**src/rtl/fsm_moore_timed_pkg.sv**
```systemverilog
// Shared types for the timed Moore handshake controller: one-hot state
// encoding, the packed control-output bundle and its state decode.
package fsm_moore_timed_pkg;

  typedef enum logic [4:0] {
    S_IDLE = 5'b00001,
    S_ST   = 5'b00010,
    S_HD   = 5'b00100,
    S_DT   = 5'b01000,
    S_ERR  = 5'b10000
  } state_t;

  typedef struct packed {
    logic reset;
    logic start;
    logic y;
    logic busy;
    logic err;
  } ctrl_t;

  // Bits needed to count 0..n-1 (at least one bit).
  function automatic int unsigned cnt_width(input int unsigned n);
    if (n <= 1) return 1;
    return $clog2(n);
  endfunction

  function automatic int unsigned max2(input int unsigned a, input int unsigned b);
    return (a > b) ? a : b;
  endfunction

  function automatic ctrl_t decode(input state_t s);
    ctrl_t o;
    o       = '0;
    o.reset = 1'b1;
    case (s)
      S_IDLE: begin
        o.reset = 1'b1;
      end
      S_ST: begin
        o.reset = 1'b0;
        o.start = 1'b1;
        o.busy  = 1'b1;
      end
      S_HD: begin
        o.reset = 1'b0;
        o.busy  = 1'b1;
      end
      S_DT: begin
        o.reset = 1'b0;
        o.y     = 1'b1;
        o.busy  = 1'b1;
      end
      S_ERR: begin
        o.reset = 1'b1;
        o.err   = 1'b1;
      end
      default: begin
        o.reset = 1'b1;
      end
    endcase
    return o;
  endfunction

endpackage

```
**src/rtl/fsm_moore_timed_cnt.sv**
```systemverilog
// Clear/enable saturating up-counter with a terminal-count compare output.
// Clear has priority over enable; the count holds at all-ones.
module fsm_moore_timed_cnt #(
  parameter int unsigned W = 4
) (
  input  logic         clk_i,
  input  logic         rst_ni,
  input  logic         clr_i,
  input  logic         en_i,
  input  logic [W-1:0] tc_i,
  output logic [W-1:0] cnt_o,
  output logic         tc_o
);

  logic [W-1:0] cnt_q;
  logic [W-1:0] cnt_d;

  always_comb begin
    cnt_d = cnt_q;
    if (clr_i) begin
      cnt_d = '0;
    end else if (en_i && (cnt_q != '1)) begin
      cnt_d = cnt_q + W'(1);
    end
  end

  always_ff @(posedge clk_i or negedge rst_ni) begin
    if (!rst_ni) begin
      cnt_q <= '0;
    end else begin
      cnt_q <= cnt_d;
    end
  end

  assign cnt_o = cnt_q;
  assign tc_o  = (cnt_q == tc_i);

endmodule

```
**src/rtl/fsm_moore_timed.sv**
```systemverilog
// Timed Moore controller: RESET/START/wait-READY/data phases with START width,
// READY timeout, bounded retry and sticky error. Optional FSM_MOORE_TIMED_REG_OUT_EN.
module fsm_moore_timed
  import fsm_moore_timed_pkg::*;
#(
  parameter  int unsigned START_LEN = 2,
  parameter  int unsigned TIMEOUT   = 8,
  parameter  int unsigned MAX_RETRY = 2,
  localparam int unsigned RW        = (MAX_RETRY == 0) ? 1 : $clog2(MAX_RETRY + 1)
) (
  input  logic          CLK,
  input  logic          N_RESET,
  input  logic          X,
  input  logic          READY,
  output logic          RESET,
  output logic          START,
  output logic          Y,
  output logic          BUSY,
  output logic          ERR,
  output logic [RW-1:0] RETRY_CNT
);

  localparam int unsigned TW = cnt_width(max2(START_LEN, TIMEOUT));
  localparam logic [TW-1:0] ST_TC     = TW'(START_LEN - 1);
  localparam logic [TW-1:0] HD_TC     = TW'(TIMEOUT - 1);
  localparam logic [RW-1:0] RETRY_MAX = RW'(MAX_RETRY);

  state_t        state_q, state_d;
  logic [RW-1:0] retry_q, retry_d;
  logic          tmr_clr, tmr_en, tmr_tc;
  logic [TW-1:0] tmr_cnt, tmr_lim;
  ctrl_t         ctrl;

  assign tmr_lim = (state_q == S_ST) ? ST_TC : HD_TC;

  fsm_moore_timed_cnt #(
    .W (TW)
  ) u_timer (
    .clk_i  (CLK),
    .rst_ni (N_RESET),
    .clr_i  (tmr_clr),
    .en_i   (tmr_en),
    .tc_i   (tmr_lim),
    .cnt_o  (tmr_cnt),
    .tc_o   (tmr_tc)
  );

  always_ff @(posedge CLK or negedge N_RESET) begin
    if (!N_RESET) begin
      state_q <= S_IDLE;
      retry_q <= '0;
    end else begin
      state_q <= state_d;
      retry_q <= retry_d;
    end
  end

  always_comb begin
    state_d = state_q;
    retry_d = retry_q;
    tmr_clr = 1'b0;
    tmr_en  = 1'b0;
    case (state_q)
      S_IDLE: begin
        tmr_clr = 1'b1;
        retry_d = '0;
        if (X) state_d = S_ST;
      end
      S_ST: begin
        if (!X) begin
          state_d = S_IDLE;
          retry_d = '0;
          tmr_clr = 1'b1;
        end else if (tmr_tc) begin
          state_d = S_HD;
          tmr_clr = 1'b1;
        end else begin
          tmr_en = 1'b1;
        end
      end
      S_HD: begin
        // READY is tested before expiry so a late READY still completes.
        if (!X) begin
          state_d = S_IDLE;
          retry_d = '0;
          tmr_clr = 1'b1;
        end else if (READY) begin
          state_d = S_DT;
          tmr_clr = 1'b1;
        end else if (tmr_tc) begin
          tmr_clr = 1'b1;
          if (retry_q < RETRY_MAX) begin
            retry_d = retry_q + RW'(1);
            state_d = S_ST;
          end else begin
            state_d = S_ERR;
          end
        end else begin
          tmr_en = 1'b1;
        end
      end
      S_DT, S_ERR: begin
        if (!X) begin
          state_d = S_IDLE;
          retry_d = '0;
          tmr_clr = 1'b1;
        end
      end
      default: begin
        state_d = S_IDLE;
        retry_d = '0;
        tmr_clr = 1'b1;
      end
    endcase
  end

`ifdef FSM_MOORE_TIMED_REG_OUT_EN
  // Registering decode(state_d) reproduces decode(state_q) on the same cycle.
  ctrl_t ctrl_q;

  always_ff @(posedge CLK or negedge N_RESET) begin
    if (!N_RESET) begin
      ctrl_q <= decode(S_IDLE);
    end else begin
      ctrl_q <= decode(state_d);
    end
  end

  always_comb begin
    ctrl = ctrl_q;
  end
`else
  always_comb begin
    ctrl = decode(state_q);
  end
`endif

  assign RESET     = ctrl.reset;
  assign START     = ctrl.start;
  assign Y         = ctrl.y;
  assign BUSY      = ctrl.busy;
  assign ERR       = ctrl.err;
  assign RETRY_CNT = retry_q;

endmodule

```
**config.mk**
```make
export PLATFORM = sky130hd
export DESIGN_NAME = fsm_moore_timed
export DESIGN_NICKNAME = d
export VERILOG_FILES = /design/src/rtl/fsm_moore_timed_pkg.sv /design/src/rtl/fsm_moore_timed_cnt.sv /design/src/rtl/fsm_moore_timed.sv
export SDC_FILE = /design/constraint.sdc
export NUM_CORES = 1
export LEC_CHECK = 0
export BUFFER_PORTS_ARGS = -buffer_cell sky130_fd_sc_hd__buf_2
export CAP_MARGIN = 30
export CORE_MARGIN = 2
export CORE_UTILIZATION = 35
export CTS_CLUSTER_DIAMETER = 50
export DETAILED_ROUTE_END_ITERATION = 10
export HOLD_SLACK_MARGIN = 0.15
export PLACE_DENSITY = 0.6
export SETUP_SLACK_MARGIN = 0.15
export SYNTH_ARGS = -nofsm -noshare
export SYNTH_HDL_FRONTEND = slang
export SYNTH_HIERARCHICAL = 1
export SYNTH_SLANG_ARGS = --single-unit
```
**constraint.sdc**
```tcl
create_clock -name CLK -period 2.9 [get_ports CLK]
set_clock_uncertainty 0.15 [all_clocks]
set_input_delay 0.58 -clock CLK [delete_from_list [all_inputs] [get_ports CLK]]
set_output_delay 0.58 -clock CLK [all_outputs]
set_load 0.01 [all_outputs]
```
### After elaboration in Yosys (flattened, before gate mapping)

Cells that the tools add are included.

| storage, ports and cells | value |
|---|---|
| register bits after elaboration | 10 |
| input port bits | 4 |
| output and inout bits | 7 |
| word-level logic and storage cells | 62 |

| cells by class | value |
|---|---|
| add/subtract/negate cells | 2 |
| order comparisons | 1 |
| equality and inequality tests | 15 |
| multiplexer cells | 34 |
| reductions and logical operators | 7 |

Operators by type and width:

| cell | count |
|---|---|
| 2-to-1 mux 5 bit | 8 |
| one-hot mux 5 bit (4 select lines) | 1 |
| inequality test 3 bit, second input constant | 5 |
| 2-to-1 mux 1 bit | 14 |
| 2-to-1 mux 2 bit | 5 |
| 2-to-1 mux 3 bit | 3 |
| AND reduction 4 bit | 2 |
| inequality test 2 bit, second input constant | 3 |
| OR reduction 3 bit | 2 |
| == test 5 x 1 -> 1 bit, second input constant | 1 |
| == test 5 x 2 -> 1 bit, second input constant | 1 |
| == test 5 x 3 -> 1 bit, second input constant | 1 |
| == test 5 x 4 -> 1 bit, second input constant | 1 |
| == test 5 bit, second input constant | 1 |
| inequality test 4 bit, second input constant | 1 |
| one-hot mux 2 bit (2 select lines) | 1 |
| adder 3 x 1 -> 3 bit, second input constant | 1 |
| == test 3 bit | 1 |
| one-hot mux 1 bit (3 select lines) | 1 |
| adder 2 x 1 -> 2 bit, second input constant | 1 |
| less-than comparator 2 bit, second input constant | 1 |
| one-hot mux 1 bit (2 select lines) | 1 |
| nonzero test 2 bit | 1 |
| OR reduction 2 bit | 1 |
| logical AND 1 bit | 1 |

### Longest topological paths before layout

| logic depth | value |
|---|---|
| depth after elaboration | 10 |
| depth in mapped cells | 11 |
| gate-level depth less buffers | 10 |

### Cells and area by module

The synthesis kept the hierarchy.

Modules (own cells, without submodules):

| module | instances | cells an instance | area an instance (sq um) | sequential area each (sq um) |
|---|---|---|---|---|
| fsm_moore_timed | 1 | 68 | 569.3 | 176.4 |
| fsm_moore_timed_cnt | 1 | 16 | 185.2 | 75.1 |

### Least setup slack after synthesis

OpenSTA, ideal clock, no wires.

| path | value |
|---|---|
| path type | register -> register |
| from | register state_q[4] |
| to | register u_timer.cnt_q[1] (netlist: u_timer/cnt_o[1]) |
| library setup time | 0.130 ns |
| arrival time | 2.475 ns |
| data required time | 2.620 ns |
| slack | 0.145 ns |
| stages on the path, launching flop included | 12 |
| path buffers | 1 |
| clock period less this slack | 2.755 ns |
| path through | dfrtp_1 -> clkbuf_1 -> nor4b_1 -> nand2b_1 -> xor2_1 -> nor3_1 -> or4_1 -> a21oi_1 -> and2_1 -> nor2b_4 -> mux2i_1 -> nor2_1 |

| between the ends | value |
|---|---|
| word-level cells in the longest chain between the ends | 9 |
| elaborated cells on any way between the ends | 20 |
| those cells by class | eq/ne (5); mux (12); reduce/logical (3) |

RTL lines:

| what | RTL line | RTL |
|---|---|---|
| start: declaration | fsm_moore_timed.sv:28 | `state_t state_q, state_d;` |
| start signal: assignment | fsm_moore_timed.sv:53 | `state_q <= state_d;` |
| == test 5 x 2 -> 1 bit * | fsm_moore_timed.sv:34 | `assign tmr_lim = (state_q == S_ST) ? ST_TC : HD_TC;` |
| 2-to-1 mux 3 bit * | fsm_moore_timed.sv:34 |  |
| via tmr_lim[1] | fsm_moore_timed.sv:31 | `logic [TW-1:0] tmr_cnt, tmr_lim;` |
| == test 3 bit * | fsm_moore_timed_cnt.sv:36 | `assign tc_o = (cnt_q == tc_i);` |
| via tmr_tc | fsm_moore_timed.sv:30 | `logic tmr_clr, tmr_en, tmr_tc;` |
| 2-to-1 mux 1 bit * | fsm_moore_timed.sv:74, fsm_moore_timed.sv:90 |  |
| 2-to-1 mux 1 bit | fsm_moore_timed.sv:87 | `end else if (READY) begin` |
| 2-to-1 mux 1 bit | fsm_moore_timed.sv:83 | `if (!X) begin` |
| one-hot mux 1 bit (2 select lines) * | fsm_moore_timed.sv:63 | `case (state_q)` |
| via tmr_en | fsm_moore_timed.sv:30 |  |
| logical AND 1 bit * | fsm_moore_timed_cnt.sv:22 | `end else if (en_i && (cnt_q != '1)) begin` |
| nonzero test 2 bit (no source line) * | -- |  |
| end signal: assignment | fsm_moore_timed_cnt.sv:31 | `cnt_q <= cnt_d;` |
| end: declaration | fsm_moore_timed_cnt.sv:15 | `logic [W-1:0] cnt_q;` |

The timed path passes the listed nets; every way through them passes the cells marked *.
A chain may end at the register's enable or synchronous reset.

### Final worst setup path

| path | value |
|---|---|
| from | register state_q[2] |
| to | register u_timer.cnt_q[2] (netlist: u_timer/cnt_o[2]) |

The elaborated chain is that of the path after synthesis.

==> results.yml <==
synth:
  syn_nets: 90
  synthCells: 84
  syn_area_um2: 754
  synth.avg_cell_area_um2: 8.98
  yosysSeqAreaShare_pct: 33.3
  ys_warn_count: 6
  synth_cell_types: 40
  ys_ff_latch: 10
timing:
  period_minus_slack_ns: 2.60
  finalCritPeriodShare_pct: 89.8
  max_freq_mhz: 384
  hold_viol: 0
  report.final.setup_viol: 0
  tns_ns: 0
  maxSlewViolCount: 0
  rsz0062_at_grt: "no"
  hold_slack_ns: 0.377
routing:
  vias: 671
  viasPerCell: 5.24
  finalWirelength_mm: 1.75
  drt-pass1-iter-count: 4
  post-route-drc-count: 0
  wl_per_cell_um: 13.7
  drt_iter0_drc: 23
  antenna_left: 0
final_layout:
  insertedDiodeCount: 0
  post_layout_nonfiller_instances: 128
  drive_above_1_share_pct: 29.7
  fin_area_um2: 935
  nNetsFinal: 108
  area_delta_synth_final_pct: 23.9
grt:
  grt_pass1_wl_mm: 2.90
  grt_use_total_pct: 15.3
  grt_pass1_vias: 614
  grt_max_degree: 14
  grt_overflow: 0
  antenna_found_initial: 0
power:
  p_leak_nw: 0.416
  vdd_ir_drop_max_mv: 0.222
  powerDensity_nw_per_um2: 564
critical_path:
  cp_top_family: "simple AND/OR/NAND/NOR gates"
  cp.arrival_ns: 2.60
  crit_required_ns: 2.90
  start_kind: "register"
  crit_start: "state_q[2]"
  cp_cell_sequence: "nor4b_4 -> nand2b_1 -> xor2_1 -> nor3_2 -> or4_4 -> a21oi_2 -> and2_1 -> nor2b_4 -> mux2i_1 -> nor2_1"
  crit_path_max_incr_delay_ns: 0.43
  critPathKind: "reg2reg"
  crit_fanout: 6
  crit_buf_inv: 0
  reg2reg_from: "state_q[2]"
  cpMaxStageDelayCell: "or4_4"
  endpoint_kind: "register"
clock_tree:
  clk_pin_slew_ns: 0.07
  clkLatencyLatePin_ns: 0.28
  clk_path_buf_depth: 2
  htreeDepth: 1
  root_buffer: "clkbuf_4"
  cts.sinks: 10
  cts_buffers: 3
  cts_tree: "yes"
place:
  gp_congestion: 0.802
  post-dp-hpwl_mm: 1.25
  portBuffers: 10
  dp_cells: 120
  place_area_um2: 855
floorplan:
  dieArea_um2: 2540
  dieWidth_um: 50.4
  die_h_um: 50.4
  ios: 11
  initial_core_util_pct: 37.7
  core-area_um2: 2000
  rows: 16
min_path:
  hp-class: "in2reg"
  worstHoldStart: "X"
status:
  status: "finished clean"
run:
  drv_cap: 0
==> area by class of cell <==
| cell class | instances | area, um2 |
|---|---|---|
| Clock buffer | 4 | 26.3 |
| Multi-Input combinational cell | 66 | 499 |
| Inverter | 3 | 11.3 |
| Fill cell | 200 | 1070 |
| Sequential cell | 10 | 251 |
| Timing Repair Buffer | 18 | 113 |
| Tap cell | 27 | 33.8 |
==> synthesized netlist by cell type, drive strengths merged <==
| library cell | n | area share (%) |
|---|---|---|
| a2111oi | 1 | 1.2 |
| a211oi | 1 | 1.7 |
| a21oi | 3 | 2.0 |
| a22o | 1 | 1.2 |
| a31o | 1 | 1.2 |
| a31oi | 1 | 0.83 |
| and2 | 1 | 0.83 |
| and3 | 2 | 1.7 |
| and3b | 1 | 1.2 |
| buf | 1 | 0.66 |
| clkbuf | 4 | 2.0 |
| conb | 1 | 0.50 |
| dfrtp | 9 | 30 |
| dfstp | 1 | 3.5 |
| ha | 2 | 3.3 |
| inv | 3 | 1.5 |
| mux2i | 2 | 2.7 |
| nand2 | 1 | 0.50 |
| nand2b | 4 | 3.3 |
| nand4b | 1 | 1.2 |
| nor2 | 8 | 4.0 |
| nor2b | 3 | 3.5 |
| nor3 | 2 | 1.3 |
| nor3b | 1 | 1.0 |
| nor4 | 2 | 1.7 |
| nor4b | 1 | 1.2 |
| o2111a | 1 | 1.5 |
| o2111ai | 1 | 1.2 |
| o211a | 1 | 1.3 |
| o21ai | 6 | 4.0 |
| o22ai | 1 | 0.83 |
| o32ai | 1 | 1.2 |
| or2 | 1 | 0.83 |
| or3 | 2 | 1.7 |
| or3b | 1 | 1.2 |
| or4 | 1 | 1.0 |
| or4b | 1 | 1.8 |
| xnor2 | 2 | 2.3 |
| xor2 | 7 | 8.1 |
==> final timing paths <==
| check | endpoint | slack (ns) | depth (start not counted) |
|---|---|---|---|
| worst max-delay path | u_timer/cnt_o[2] | 0.30 | 10 |
| worst min-delay path | state_q[0] | 0.38 | 2 |
| worst max register to register | u_timer/cnt_o[2] | 0.30 | 10 |
| worst min register to register | u_timer/cnt_o[1] | 0.44 | 2 |
| max in group asynchronous | state_q[0] | 1.81 | 2 |
| min in group asynchronous | RETRY_CNT[0] | 0.54 | 2 |
==> worst register-to-register path: cells and delay by family, from the launching register on <==
| family | cells | cell delay, ns |
|---|---|---|
| compound gates | 1 | 0.12 |
| xor+xnor | 1 | 0.23 |
| flops | 1 | 0.41 |
| mux | 1 | 0.22 |
| simple gates | 7 | 1.36 |
==> registers in the layout (all words and copies together), names as in the netlist <==
name,flops
RETRY_CNT,2
u_timer/cnt_o,3
state_q,5
==> timing repair <==
action	in CTS	in global routing
setup endpoints to repair	0	3
endpoints found under the hold margin	9	0
resized for setup	0	4
hold buffers	1	0
buffers inserted	0	3
==> per-layer routing <==
layer | global-route usage (%) | routed length (um) | up-vias
li1 | - | - | 335
met1 | 20.7 | 840 | 318
met2 | 23.2 | 789 | 15
met3 | 4.17 | 92 | 3
met4 | 5.41 | 26 | 0
met5 | 0 | 0 | -
==> cells in the final DEF, fill, tap and decap left out, types with 2 or more instances in the layout <==
| cell type | n |
|---|---|
| buf_2 | 10 |
| dfrtp_1 | 9 |
| nor2_1 | 8 |
| xor2_1 | 7 |
| buf_4 | 7 |
| o21ai_0 | 6 |
| nand2b_1 | 4 |
| inv_1 | 3 |
| clkbuf_4 | 3 |
| and3_1 | 2 |
| or3_1 | 2 |
| nor4_1 | 2 |
| nor2b_1 | 2 |
| a21oi_1 | 2 |
| xnor2_1 | 2 |
| mux2i_1 | 2 |
| ha_1 | 2 |
==> kinds of logic (layout without fill, tap and decap cells) <==
family | after synthesis | after routing | synth area share, %
AOI/OAI and AO/OA | 19 | 19 | 17.9
muxes | 2 | 2 | 2.65
xor gates and xnor gates | 9 | 9 | 10.4
DFF | 10 | 10 | 33.3
buffers and inverters | 8 | 25 | 4.14
and+or+nand+nor | 33 | 33 | 27.7
other | 1 | 1 | 0.497
adders and majority gates | 2 | 2 | 3.32
==> stage by stage <==
step	power, mW	utilization, %	worst slack (ns)
final	0.527	46.7	0.296
after global routing	0.567	46.7	0.135
after CTS	0.479	44.5	0.196
after detailed placement	0.368	42.7	0.214
after global placement	0.363	42.7	0.335
after floorplan	0.320	-	0.257
==> report_power, final <==
group          internal (mW)  switching [mW]  total (mW)
clock                 0.0534          0.0553       0.109
sequential             0.159          0.0192       0.178
combinational          0.123           0.117       0.240
(Power assumes the default switching activity.)
